===== src/rtl/fp_pkg.sv =====
// fp_pkg: FP constants, rounding modes, flag indices and scheduler states
package fp_pkg;
   localparam logic [2:0] RNE = 3'd0;
   localparam logic [2:0] RZ = 3'd1;
   localparam logic [2:0] RD = 3'd2;
   localparam logic [2:0] RU = 3'd3;
   localparam logic [2:0] RNA = 3'd4;
   localparam logic [31:0] FP_NANQ = 32'h7FC00000;
   localparam logic [31:0] FP_INFP = 32'h7F800000;
   localparam int FL_TO = 4;
   localparam int FL_INV = 3;
   localparam int FL_OV = 2;
   localparam int FL_UN = 1;
   localparam int FL_NX = 0;
   typedef enum logic [1:0] {IDLE, ISSUE, WAIT, RESP} state_t;
   function automatic logic [2:0] sanitize_rm(input logic [2:0] rm);
      return (rm inside {RNE, RZ, RD, RU, RNA}) ? rm : RNE;
   endfunction
endpackage


===== src/rtl/fp_sqr_sched_rr_arbiter.sv =====
// rr_arbiter: N-way round-robin arbiter scanning upward from ptr
module rr_arbiter #(
   parameter int N = 4,
   parameter int IDW = 2
) (
   input  logic [N-1:0]   req,
   input  logic [IDW-1:0] ptr,
   output logic [N-1:0]   gnt,
   output logic [IDW-1:0] idx,
   output logic           any
);
   always_comb begin
      gnt = '0;
      idx = '0;
      any = |req;
      // scan from farthest to nearest so the requester closest to ptr wins last
      for (int i = N - 1; i >= 0; i--) begin
         if (req[(int'(ptr) + i) % N]) begin
            gnt = '0;
            gnt[(int'(ptr) + i) % N] = 1'b1;
            idx = IDW'((int'(ptr) + i) % N);
         end
      end
   end
endmodule


===== src/rtl/fp_sqr_sched.sv =====
// fp_sqr_sched: round-robin scheduler sharing one fp_sqr unit among N requesters
module fp_sqr_sched import fp_pkg::*; #(
   parameter int N = 4,
   parameter int IDW = 2,
   parameter int W = 32,
   parameter int TIMEOUT = 64,
   parameter int TW = 7
) (
   input  logic           clk,
   input  logic           rst,
   input  logic [N-1:0]   req_valid,
   output logic [N-1:0]   req_ready,
   input  logic [N*W-1:0] req_data,
   input  logic [N*3-1:0] req_rm,
   output logic           rsp_valid,
   input  logic           rsp_ready,
   output logic [IDW-1:0] rsp_id,
   output logic [W-1:0]   rsp_data,
   output logic [4:0]     rsp_flags,
   output logic [W-1:0]   sqr_in,
   output logic [2:0]     sqr_round_m,
   output logic           sqr_act,
   input  logic [W-1:0]   sqr_out,
   input  logic           sqr_ov,
   input  logic           sqr_un,
   input  logic           sqr_inv,
   input  logic           sqr_inexact,
   input  logic           sqr_done,
   output logic           busy
);
   localparam logic [4:0] TO_FLAGS = 5'((1 << FL_TO) | (1 << FL_INV));
   state_t state, state_n;
   logic [TW-1:0] cnt;
   logic [IDW-1:0] rr_ptr, gidx;
   logic [N-1:0] gnt;
   logic any, done_q, done_rise, timeout;
   assign done_rise = sqr_done & ~done_q;
   assign timeout = cnt == TW'(TIMEOUT - 1);
   rr_arbiter #(.N(N), .IDW(IDW)) u_arb (
      .req(req_valid),
      .ptr(rr_ptr),
      .gnt(gnt),
      .idx(gidx),
      .any(any)
   );
   always_comb begin
      state_n = state;
      req_ready = '0;
      case (state)
         IDLE: begin
            state_n = any ? ISSUE : IDLE;
            req_ready = rst ? '0 : gnt;
         end
         ISSUE: state_n = WAIT;
         WAIT: state_n = (done_rise || timeout) ? RESP : WAIT;
         RESP: state_n = rsp_ready ? IDLE : RESP;
         default: state_n = IDLE;
      endcase
      sqr_act = state == ISSUE;
      rsp_valid = state == RESP;
      busy = state != IDLE;
   end
   // rsp_id doubles as the latched grant id: it only changes on accept
   always_ff @(posedge clk) begin
      if (rst) begin
         state <= IDLE;
         rr_ptr <= '0;
         done_q <= 1'b0;
         cnt <= '0;
         rsp_id <= '0;
         sqr_in <= '0;
         sqr_round_m <= RNE;
         rsp_data <= '0;
         rsp_flags <= '0;
      end else begin
         state <= state_n;
         done_q <= sqr_done;
         cnt <= (state == WAIT) ? cnt + 1'b1 : '0;
         if (state == IDLE && any) begin
            sqr_in <= req_data[int'(gidx)*W +: W];
            sqr_round_m <= sanitize_rm(req_rm[int'(gidx)*3 +: 3]);
            rsp_id <= gidx;
         end
         if (state == WAIT && (done_rise || timeout)) begin
            rsp_data <= done_rise ? sqr_out : W'(FP_NANQ);
            rsp_flags <= done_rise ? {1'b0, sqr_inv, sqr_ov, sqr_un, sqr_inexact} : TO_FLAGS;
         end
         if (state == RESP && rsp_ready) rr_ptr <= IDW'((int'(rsp_id) + 1) % N);
      end
   end
endmodule


===== config.mk =====
export PLATFORM = sky130hd
export DESIGN_NAME = fp_sqr_sched
export DESIGN_NICKNAME = d
export VERILOG_FILES = /design/src/rtl/fp_pkg.sv /design/src/rtl/fp_sqr_sched_rr_arbiter.sv /design/src/rtl/fp_sqr_sched.sv
export SDC_FILE = /design/constraint.sdc
export NUM_CORES = 1
export LEC_CHECK = 0
export BUFFER_PORTS_ARGS = -buffer_cell sky130_fd_sc_hd__buf_2
export CAP_MARGIN = 10
export CELL_PAD_IN_SITES_DETAIL_PLACEMENT = 1
export CELL_PAD_IN_SITES_GLOBAL_PLACEMENT = 2
export CORE_UTILIZATION = 26
export DETAILED_ROUTE_END_ITERATION = 8
export PLACE_DENSITY_LB_ADDON = 0.08
export SETUP_SLACK_MARGIN = 0.5
export SYNTH_ARGS = -nofsm -noshare
export SYNTH_HDL_FRONTEND = slang
export SYNTH_SLANG_ARGS = --single-unit

===== constraint.sdc =====
create_clock -name clk -period 4.3 [get_ports clk]
set_input_delay 0.43 -clock clk [delete_from_list [all_inputs] [get_ports clk]]
set_output_delay 0.43 -clock clk [all_outputs]
set_load 0.01 [all_outputs]

## Word-level counts from Yosys, hierarchy flattened

Cells that the tools add are included.

- Multipliers: 1
- Magnitude comparators: 8
- Bitwise operators: 6
- Equal/unequal tests: 8
- Shifts and indexed selects: 2
- Reductions and logical operators: 17
- Add/subtract/negate cells: 5
- Mux-type cells: 36

Operators with widths:

| kind | count |
|---|---|
| 128-bit by 8-bit indexed part select with 32-bit output | 1 |
| 32-bit two-way mux | 1 |
| 4-bit two-way mux | 6 |
| 1-bit two-way mux | 13 |
| 3-bit by 4-bit less-than comparator with 1-bit output (second input constant) | 3 |
| 12-bit by 5-bit indexed part select with 3-bit output | 1 |
| 2-bit two-way mux | 5 |
| 3-bit by 1-bit >= comparator with 1-bit output (second input constant) | 3 |
| 1-bit binary-select mux with 2-bit select | 4 |
| 1-bit demux with 2-bit select | 4 |
| 2-bit case mux with 4 select lines | 1 |
| 2-bit OR reduction | 4 |
| 7-bit by 1-bit adder with 7-bit output (second input constant) | 1 |
| 7-bit by 6-bit == test with 1-bit output (second input constant) | 1 |
| 1-bit logical AND | 7 |
| 3-bit by 2-bit == test with 1-bit output (second input constant) | 2 |
| 5-bit two-way mux | 1 |
| 5-bit nonzero test | 1 |
| 2-bit by 1-bit adder with 2-bit output (second input constant) | 2 |
| 2-bit adder (second input constant) | 2 |
| 2-bit == test (second input constant) | 2 |
| 2-bit by 2-bit multiplier with 4-bit output (second input constant) | 1 |
| 4-bit OR reduction | 1 |
| 1-bit bitwise AND (first input constant) | 3 |
| other kinds (12) | 13 |

- Output and inout bits: 81
- Input port bits: 184
- Logic and storage cells: 92
- Register bits: 86

## Logic depth before layout (Yosys ltp)

- Depth in word-level cells: 15
- Gate-level depth with buffers: 12
- Gate-level depth less buffers: 9

## By module

A second synthesis with hierarchy kept.

- Cell total of the unflattened synthesis: 498
- Area total of the unflattened synthesis: 4469.3 µm²

Modules (own cells, without submodules):

| module | cells each | sequential area each (µm²) | area an instance (µm²) | instances |
|---|---|---|---|---|
| fp_sqr_sched | 431 | 1721.7 | 3938.8 | 1 |
| rr_arbiter | 67 | 0.0 | 530.5 | 1 |

## Worst setup path before layout

OpenSTA, ideal clock, no wires.

- Kind: register -> register
- Start: register rr_ptr[0]
- End: register sqr_round_m[2]
- Data required time: 4216 ps
- Path buffers: 1
- Path slack: 1444 ps
- Library setup time: 84 ps
- Period minus slack after synthesis: 2856 ps
- Stages on the path, launching flop included: 11
- Arrival time: 2772 ps
- Cells stage by stage: dfxtp_1 -> buf_2 -> inv_2 -> ha_1 -> mux2_4 -> o221a_2 -> o22a_4 -> inv_2 -> mux4_2 -> nand2b_1 -> o31ai_2

- Cells in the longest elaborated chain, start to end: 13
- Elaborated cells between the ends (all ways): 27
- Classes of those cells: 3 x add/sub; 1 x mul; 4 x eq/ne; 1 x shift; 16 x mux; 2 x reduce/logical

RTL lines:

| element | line | text |
|---|---|---|
| start, declared | fp_sqr_sched.sv:34 | `logic [IDW-1:0] rr_ptr, gidx;` |
| start signal, assigned | fp_sqr_sched.sv:88 | `if (state == RESP && rsp_ready) rr_ptr <= IDW'((int'(rsp_id) + 1) % N);` |
| 2-bit adder | fp_sqr_sched_rr_arbiter.sv:18, fp_sqr_sched_rr_arbiter.sv:21 |  |
| 1-bit binary-select mux with 2-bit select | fp_sqr_sched_rr_arbiter.sv:18 | `if (req[(int'(ptr) + i) % N]) begin` |
| 1-bit two-way mux (implied by the code) (2 in a row) | fp_sqr_sched_rr_arbiter.sv:18 |  |
| 2-bit two-way mux (3 in a row) | fp_sqr_sched_rr_arbiter.sv:18 |  |
| 2-bit two-way mux * | fp_sqr_sched_rr_arbiter.sv:18 |  |
| 2-bit by 2-bit multiplier with 4-bit output * | fp_sqr_sched.sv:81 | `sqr_round_m <= sanitize_rm(req_rm[int'(gidx)*3 +: 3]);` |
| 12-bit by 5-bit indexed part select with 3-bit output * | fp_sqr_sched.sv:81 |  |
| 3-bit by 1-bit == test with 1-bit output, or another cell as far along | fp_pkg.sv:17 | `return (rm inside {RNE, RZ, RD, RU, RNA}) ? rm : RNE;` |
| 5-bit nonzero test | fp_pkg.sv:17 |  |
| 3-bit two-way mux * | fp_pkg.sv:17 |  |
| end signal, assigned | fp_sqr_sched.sv:81 |  |
| end, declared | fp_sqr_sched.sv:21 | `output logic [2:0] sqr_round_m,` |

Every way passes the cells marked *; elsewhere a longest branch is shown, timed or not. The select of a mux whose other input is x is not followed.
A chain may end at the register's enable or synchronous reset.

## Worst setup path in the final report

- Start: register rr_ptr[0]
- End: output req_ready[0]

- Cells in the longest elaborated chain, start to end: 13
- Elaborated cells between the ends (all ways): 46
- Classes of those cells: 3 x add/sub; 8 x order compare; 25 x mux; 3 x bitwise; 7 x reduce/logical

RTL lines:

| element | line | text |
|---|---|---|
| 2-bit adder | fp_sqr_sched_rr_arbiter.sv:18, fp_sqr_sched_rr_arbiter.sv:20 |  |
| 2-bit OR reduction (no line) | - |  |
| 1-bit bitwise AND (no line) | - |  |
| 3-bit by 4-bit less-than comparator with 1-bit output (implied by the code) or 3-bit by 1-bit >= comparator with 1-bit output (tied branches) | fp_sqr_sched_rr_arbiter.sv:20 | `gnt[(int'(ptr) + i) % N] = 1'b1;` |
| 1-bit logical AND (implied by the code) | fp_sqr_sched_rr_arbiter.sv:20 |  |
| 1-bit two-way mux (implied by the code) | fp_sqr_sched_rr_arbiter.sv:20 |  |
| 1-bit demux with 2-bit select | - |  |
| 4-bit two-way mux (3 in a row) | fp_sqr_sched_rr_arbiter.sv:18 |  |
| 4-bit two-way mux * | fp_sqr_sched_rr_arbiter.sv:18 |  |
| 4-bit two-way mux * | fp_sqr_sched.sv:52 | `req_ready = rst ? '0 : gnt;` |
| 4-bit two-way mux * | fp_sqr_sched.sv:49 | `case (state)` |
| end, declared | fp_sqr_sched.sv:12 | `output logic [N-1:0] req_ready,` |

Marked as above.

==> flow_metrics.tcl <==
set metrics [dict create \
    status "finished clean" \
    setup_violations 0 \
    htree_levels 3 \
    crit_end "req_ready[0]" \
    wl_per_cell_um 17.7 \
    cts-root-buf "clkbuf_16" \
    dr.pass1.iters 4 \
    dpl.hpwl_um 13600 \
    power_density_nw_per_um2 371 \
    viasPerCell 4.86 \
    grt_pass1_vias 5228 \
    layout.nets 970 \
    crit_type "reg2out" \
    postSynthRegisterBits 86 \
    worst_slew_pin_slew_ns 1.19 \
    period_needed_ns 3.57 \
    cts_resized 0 \
    drtIter0Drc 147 \
    hold_buffers 0 \
    ios 265 \
    antenna_found_initial 2 \
    r2r_cells 9 \
    fp.dieW_um 137 \
    grt_use_total_pct 19.2 \
    port_buffers 264 \
    tns_ns 0 \
    synth_area_um2 4720 \
    initial_core_util_pct 26.9 \
    fin_area_um2 6500 \
    rr_startpoint "rr_ptr[0]$_SDFFE_PP0P_" \
    placed_area_um2 6190 \
    drive_gt1_share_pct 44.2 \
    fin_skew_ns 0.00741 \
    switchingPower_mw 0.791 \
    p_leak_nw 2.97 \
    place_congestion 0.821 \
    crit_fanout 13 \
    clk_pin_slew_ns 0.07 \
    muxShareOfSynthArea_pct 19.1 \
    p_clk_share_pct 35.0 \
    synth_edf_count 0 \
    async_flop_share_pct 0 \
    cts.path.max_buffers 2 \
    synth_cells 538 \
    hold_path.class "in2reg" \
    cp-end-kind "output pin" \
    numCtsBuffers 9 \
    relSlewSlack_pct 20.4 \
    synth.yosys.seq_area_share_pct 36.4 \
    switching_share_pct 32.7 \
    vdd_drop_max_mv 0.200 \
    fmax_mhz 280 \
    synth-adder-area-share_pct 2.38 \
    start_kind "flip-flop" \
    power_mw 2.42 \
    syn2layout_area_growth_pct 37.7 \
    slew_violations 0 \
    p_comb_share_pct 27.4 \
    cap_violations 0 \
    synth-compound-area-share_pct 20.0 \
    grt.overflow.total 0 \
    post-route-util_pct 37.1 \
    period_share_pct 83.1 \
    synthSimpleGateAreaFrac_pct 15.5 \
    grt_max_degree 59 \
    reg2reg_to "sqr_in[7]$_SDFFE_PP0P_" \
    post-route-drc-count 0 \
    placementRows 48 \
    final_cells 1009 \
    required_ns 3.87 \
    die_h_um 137 \
    rsz0062_at_grt "false" \
    intPower_mw 1.63 \
    fillers 2154 \
    wl_um 17900 \
    clk_latency_ns 0.35 \
    finalHoldViolations 0 \
    postSynthNetCount 731 \
    cts_tree "yes" \
    synth_top_family_by_area "compound AO/OA/AOI/OAI gates" \
    yosysUniqueCellTypes 50 \
    yosysWarnings 0 \
    syn_area_per_cell_um2 8.78 \
    cts.sinks 86 \
    grt_pass1_wl_um 27300 \
    crit_start "rr_ptr[0]$_SDFFE_PP0P_" \
    post_cts_buffers 0 \
    p_seq_share_pct 37.6 \
    yosys_most_used_dff "dfxtp_1" \
    arrival_ns 3.14 \
    via_count 4906 \
    synth_xor_area_share_pct 1.11 \
    core-area_um2 17500 \
    r2r_slack_ns 0.73 \
    dieArea_um2 18700 \
    ant_nets 0 \
    dp.cells 991 \
]
layout by cell type, fill, tap and decap left out, types with 2 or more instances in the layout:
| cell | count |
|---|---|
| a211o_1 | 4 |
| a211oi_1 | 3 |
| a21oi_1 | 41 |
| a221oi_1 | 4 |
| a22oi_1 | 26 |
| a32o_1 | 2 |
| and3_1 | 2 |
| buf_2 | 264 |
| buf_4 | 4 |
| clkbuf_16 | 9 |
| dfxtp_1 | 85 |
| diode_2 | 2 |
| ha_1 | 9 |
| inv_1 | 11 |
| inv_2 | 2 |
| inv_6 | 3 |
| inv_8 | 2 |
| mux2_2 | 27 |
| mux2_4 | 9 |
| mux2i_1 | 42 |
| mux4_2 | 2 |
| nand2_1 | 73 |
| nand2b_1 | 3 |
| nand3_1 | 5 |
| nor2_1 | 63 |
| nor2b_1 | 5 |
| nor3_1 | 13 |
| o211ai_1 | 26 |
| o211ai_2 | 6 |
| o21ai_0 | 2 |
| o221ai_1 | 2 |
| or2_2 | 2 |
| xor2_1 | 5 |
routing by layer:
| layer | track usage (%) | vias to the layer above | part of all wire [%] |
|---|---|---|---|
| met5 | 0 | - | 0 |
| met4 | 5.62 | 0 | 1.8 |
| met3 | 6.07 | 20 | 6.7 |
| met2 | 34.8 | 152 | 51 |
| met1 | 21.4 | 2340 | 41 |
| li1 | - | 2394 | - |
power by group through the flow:
| stage | Sequential, mW | Combinational (mW) | Clock [mW] |
|---|---|---|---|
| 6_report | 0.909 | 0.662 | 0.846 |
| 5_1_grt | 0.919 | 0.733 | 0.909 |
| 4_1_cts | 0.910 | 0.678 | 0.880 |
| 3_5_place_dp | 0.927 | 0.676 | 0 |
| 3_3_place_gp | 0.923 | 0.661 | 0 |
| 2_1_floorplan | 0.952 | 0.385 | 0 |
cells in the mapped netlist (all sizes together) (9+ instances only):
library cell | instances | area [µm²]
a21oi | 42 | 214
a22oi | 27 | 216
buf | 18 | 121
clkbuf | 23 | 86.3
dfxtp | 86 | 1720
ha | 9 | 113
inv | 13 | 48.8
mux2 | 36 | 439
mux2i | 42 | 420
nand2 | 73 | 274
nor2 | 65 | 244
nor3 | 13 | 65.1
o211ai | 32 | 270
registers in the layout (all words and copies together) (netlist names):
signal,flops
sqr_in,32
state,2
sqr_round_m,3
rr_ptr,2
rsp_id,2
rsp_flags,5
done_q,1
cnt,7
rsp_data,32
worst min-delay path by stage:
stage                            startpoint                 endpoint  slack [ns]  depth (start not counted)
finish                            rsp_ready      state[1]$_SDFF_PP0_        0.30                          2
global route                      rsp_ready      state[1]$_SDFF_PP0_        0.30                          2
CTS                               rsp_ready      state[1]$_SDFF_PP0_        0.29                          2
detailed placement  sqr_in[17]$_SDFFE_PP0P_  sqr_in[17]$_SDFFE_PP0P_        0.45                          2
global placement    sqr_in[26]$_SDFFE_PP0P_  sqr_in[26]$_SDFFE_PP0P_        0.44                          2
floorplan                 cnt[0]$_SDFF_PP0_        cnt[0]$_SDFF_PP0_        0.43                          1
cell families after synthesis:
family,count (synthesis)
fa+ha+maj,9
flops,86
xor+xnor,6
mux,80
compound gates,128
buf+inv,54
simple gates,175
area by class of cell:
class,count,area [µm²],area share (%)
Antenna cell,2,5.00,0.0769
Clock buffer,9,225,3.46
Clock inverter,7,86.3,1.33
Inverter,13,48.8,0.750
Multi-Input combinational cell,398,2760,42.5
Sequential cell,86,1720,26.5
Tap cell,225,282,4.33
Timing Repair Buffer,269,1370,21.1
stage by stage:
step                      hold WS [ns]  setup WS (ns)
after detailed placement         0.447          0.658
final                            0.299          0.729
after global placement           0.440          0.828
after global routing             0.303          0.521
after floorplan                  0.430           1.44
after CTS                        0.287          0.638
critical path, cell delays in order (launching register included):
cell and delay (ns):
dfxtp_1 0.70, inv_2 0.23, ha_1 0.48, mux2_4 0.34
mux2_4 0.34, a221oi_1 0.32, a211o_1 0.16, a21oi_1 0.06
buf_2 0.14
(Power assumes the default switching activity.)
